--- config.mk ---
export PLATFORM = sky130hd
export DESIGN_NAME = regfile_sb
export DESIGN_NICKNAME = d
export VERILOG_FILES = /design/src/rtl/regfile_sb.sv
export SDC_FILE = /design/constraint.sdc
export NUM_CORES = 2
export LEC_CHECK = 0
export CAP_MARGIN = 0
export CORE_MARGIN = 2
export CORE_UTILIZATION = 50
export CTS_CLUSTER_DIAMETER = 80
export CTS_CLUSTER_SIZE = 14
export DETAILED_ROUTE_END_ITERATION = 7
export PLACE_DENSITY = 0.66
export SLEW_MARGIN = 20
export SYNTH_ARGS = -nofsm -noshare
export SYNTH_HDL_FRONTEND = slang
export SYNTH_SLANG_ARGS = --single-unit
--- constraint.sdc ---
create_clock -name clk -period 52.3 [get_ports clk]
set_input_delay 7.845 -clock clk [delete_from_list [all_inputs] [get_ports clk]]
set_output_delay 7.845 -clock clk [all_outputs]
set_load 0.01 [all_outputs]
--- src/rtl/regfile_sb.sv ---
// Integer register file with NRD registered read ports, a write-back port that bypasses to same-cycle reads, and x0 hardwired to zero.
// Holds a per-register pending scoreboard that issue sets and write-back clears; read data and flags arrive one cycle after rd_en.
module regfile_sb #(
   parameter int XLEN  = 32,
   parameter int NREGS = 32,
   parameter int NRD   = 2,
   localparam int AW   = $clog2(NREGS)
) (
   input  logic                 clk,
   input  logic                 reset,
   input  logic [NRD-1:0]       rd_en,
   input  logic [NRD*AW-1:0]    rd_addr,
   output logic [NRD*XLEN-1:0]  rd_data,
   output logic [NRD-1:0]       rd_pending,
   input  logic                 wr_enable,
   input  logic [AW-1:0]        wr_addr,
   input  logic [XLEN-1:0]      wr_data,
   input  logic                 issue_enable,
   input  logic [AW-1:0]        issue_addr,
   output logic [AW:0]          pending_count,
   output logic                 any_pending
);

   logic [XLEN-1:0]      mem_q [NREGS];
   logic [NREGS-1:0]     pend_q, pend_d;
   logic [AW:0]          cnt_q, cnt_d;
   logic [NRD*XLEN-1:0]  rdata_q, rdata_d;
   logic [NRD-1:0]       rpend_q, rpend_d;
   logic [AW-1:0]        ra;
   logic                 wr_vld, iss_vld, cnt_inc, cnt_dec;

   assign wr_vld  = wr_enable && (wr_addr != '0);
   assign iss_vld = issue_enable && (issue_addr != '0);

   // Issue is applied after write so a same-cycle producer on the same register keeps it pending.
   always_comb begin
      pend_d = pend_q;
      if (wr_vld)
         pend_d[wr_addr] = 1'b0;
      if (iss_vld)
         pend_d[issue_addr] = 1'b1;
      cnt_inc = iss_vld && !pend_q[issue_addr];
      cnt_dec = wr_vld && pend_q[wr_addr] && !(iss_vld && (issue_addr == wr_addr));
      cnt_d   = cnt_q + {{AW{1'b0}}, cnt_inc} - {{AW{1'b0}}, cnt_dec};
   end

   always_comb begin
      rdata_d = rdata_q;
      rpend_d = rpend_q;
      ra      = '0;
      for (int i = 0; i < NRD; i++) begin
         if (rd_en[i]) begin
            ra = rd_addr[i*AW +: AW];
            if (ra == '0) begin
               rdata_d[i*XLEN +: XLEN] = '0;
               rpend_d[i]              = 1'b0;
            end else if (wr_vld && (wr_addr == ra)) begin
               rdata_d[i*XLEN +: XLEN] = wr_data;
               rpend_d[i]              = 1'b0;
            end else begin
               rdata_d[i*XLEN +: XLEN] = mem_q[ra];
               rpend_d[i]              = pend_q[ra];
            end
         end
      end
   end

   always_ff @(posedge clk or posedge reset) begin
      if (reset) begin
         for (int i = 0; i < NREGS; i++)
            mem_q[i] <= '0;
         pend_q  <= '0;
         cnt_q   <= '0;
         rdata_q <= '0;
         rpend_q <= '0;
      end else begin
         if (wr_vld)
            mem_q[wr_addr] <= wr_data;
         pend_q  <= pend_d;
         cnt_q   <= cnt_d;
         rdata_q <= rdata_d;
         rpend_q <= rpend_d;
      end
   end

   assign rd_data       = rdata_q;
   assign rd_pending    = rpend_q;
   assign pending_count = cnt_q;
   assign any_pending   = (cnt_q != '0);

endmodule

==> results.md <==
- Status: complete, no violations
- Unrepaired setup endpoints after global routing: no
- Leak Pwr: 27.4 nW
- Pwr Density: 36.0 nW/um2
- Hold Path End: mem_q[993]$_DFFE_PP0P_
- CTS buffer count: 91
- GRT overflow: 0
- Vias per cell: 6.73
- Syn nets: just under 4000
- Drt wl/cell: 31.8 um
- Worst-Margin Slew: 1.09 ns
- Drt pass-1 iters: 5
- Full die area: 123000 um2
- Vias in the first global route: 37600
- Antenna Nets Post-Route: 0
- VDD IR max: 30.1 uV
- Setup crit start kind: primary input
- Fin crit share: 23.9%
- Routability Congestion: roughly 0.84
- Fmax: between 80 and 90 MHz
- Gates resized, CTS repair: 0
- Root Buffer: clkbuf_16
- CTS Buffer Depth: 3
- Die H: 351 um
- Tot Pwr: between 0.002 and 0.0025 W
- Max Cap Viol: 0
- Post-CTS Setup Bufs: 0
- Critical Path AT: 13.13 ns
- Starting DRC count in detailed routing: around 2800
- Synth top area share: 47.0%
- Hold Fails Final Rpt: 0
- Cells after Synth: 3885
- Drt drc: 0
- Post-synth ARST share: 100%
- Gr usage total: 28.4%
- HP Start: mem_q[993]$_DFFE_PP0P_
- Synthesis-stage register bit count: 1128
- Antenna violations before repair: 2
- Sequential share of the synthesized area: around 47%
- Layout area overhead: 7.71%
- Sink Count: 1128
- I/O Pins: 131
- Clk_lat worst skew: 0.69 ns
- H-tree depth: 3
- Wire length after detailed routing: 171000 um
- Crit-path max FO: about 170
- Detailed Place HPWL: 90400 um
- Post-Syn Area: ~60000 um2
- Main flop type after synthesis: dfrtp_1
- Rows: roughly 130
- Fin nets: around 3800
- Data required, critical path: 52.95 ns
- Slew Limit Headroom: 25.1%
- Pins Over Slew Limit: 0
- Most frequent cells after synthesis: dfrtp_1, mux2_2, mux4_2
- Largest cells by area after synthesis: dfrtp_1, mux4_2, mux2_2
- Initial core utilization: 50.2%
- R2r endpoint: pending_count[4]$_DFF_PP0_
- Routed vias: 36200
- Reg-to-Reg Start: pend_q[7]$_DFF_PP0_
- Synth Area per Inst: 15.5 um2
- CORE AREA: 119000 um2
- Chip Width: 351 um
- R2R depth: 13
- Crit path time final: ~12 ns
- WS Path Type: in -> async
- Most common cell in the netlist: dfrtp_1
- First-pass GRT wire length: 255000 um
- CTS tree: done
- Critical Path End Type: asynchronous set/reset pin
- Synthesis warning total: 0
- Largest net degree at the start of global routing: 175
- Post-synth EDFFs: 0
- Hold Path Class: reg -> reg
- Total negative slack: 0 ns
- Cell count of the worst hold path: 0
- IO Port Bufs: 130
- Final setup violation count: 0
- Cell taking the most area after synthesis: dfrtp_1
- # hold bufs at CTS: 0
- Share of cells above drive strength 1: 49.3%
- Post-synth cell types: 54
- Clock Skews: 0.0296 ns
- Internal reg-to-reg setup slack: 49.00 ns
- Clk slew on worst S/H paths: about 0.06 ns
==> routing by layer <==
layer  vias up  part of all wire [%]  track usage, %
li1      14800                     -               -
met1     19800                    41            38.7
met2      1235                    49            46.6
met3       332                   5.6            4.01
met4         0                   4.0            10.6
met5         -                     0               0
==> state kept, by name, indices dropped and copies added (netlist names) <==
register,count
mem_q,1024
rd_data,64
pend_q,32
pending_count,6
rd_pending,2
==> final cells by class <==
class                           instances  area, um2
Timing Repair Buffer                  222       1980
Sequential cell                      1128      28200
Antenna cell                            2       5.00
Clock buffer                           94       2340
Tap cell                             1612       2020
Clock inverter                          8       82.6
Fill cell                            9742      54800
Multi-Input combinational cell       2291      29900
Inverter                               16       72.6
==> per-stage QoR <==
stage               setup WS (ns)  std cells  utilization [%]  cell area, um2  hold slack [ns]
detailed placement          38.82       5269             52.1           62300            0.382
CTS                         39.56       5371             54.2           64700            0.398
global route                38.96       5372             54.1           64700            0.410
global placement            38.85       5269             52.2           62300            0.376
floorplan                   12.69       3885                -           60000            0.441
finish                      39.83       5373             54.1           64700            0.392
==> cell families (layout without fill, tap and decap cells) <==
| logic type | Yosys count | in the layout | synth area share [%] |
|---|---|---|---|
| adders and majority gates | 9 | 9 | 0.200 |
| DFF | 1128 | 1128 | 47.0 |
| muxes | 1669 | 1669 | 42.4 |
| xor gates and xnor gates | 19 | 19 | 0.277 |
| buffers and inverters | 466 | 340 | 3.45 |
| AOI/OAI and AO/OA | 285 | 285 | 3.67 |
| and+or+nand+nor | 309 | 309 | 2.99 |
| other | 0 | 2 | 0 |
==> critical path: stages <==
cell             delay [ns]
clkdlybuf4s50_1        0.49
inv_8                  0.55
buf_12                 0.74
buf_4                  0.82
buf_4                  0.74
buf_4                  0.78
buf_4                  0.85
==> placed cells by master (no fill, tap or decap), types with 10 or more instances in the layout <==
cell type        instances
a2111oi_0               60
a211oi_1                62
a22o_1                  72
and2_1                  32
buf_2                   21
buf_4                   87
clkbuf_16               93
clkdlybuf4s50_1        102
dfrtp_1               1128
inv_1                   12
mux2_2                 992
mux2i_1                 78
mux4_2                 594
nand2_1                 21
nand2_2                 13
nand3_1                 11
nor2_4                  12
nor2b_1                 96
o21ai_0                 39
o22ai_1                 10
or3_1                   62
xnor2_1                 14
==> worst max path at each step <==
stage / slack [ns] / to / start
after CTS: 39.56 / mem_q[366]$_DFFE_PP0P_ / reset
after detailed placement: 38.82 / mem_q[333]$_DFFE_PP0P_ / reset
after global placement: 38.85 / mem_q[365]$_DFFE_PP0P_ / reset
final: 39.83 / rd_data[12]$_DFFE_PP0P_ / reset
after global routing: 38.96 / mem_q[366]$_DFFE_PP0P_ / reset
after floorplan: 12.69 / mem_q[0]$_DFFE_PP0P_ / reset
==> power breakdown <==
part / internal [W] / switching, W / leakage [nW]
logic: 0.000337 / 0.000195 / 11.8
registers: 0.00104 / 0.000123 / 14.5
clock network: 0.000317 / 0.000318 / 1.19
total: 0.00169 / 0.000637 / 27.4
(Power assumes the default switching activity.)
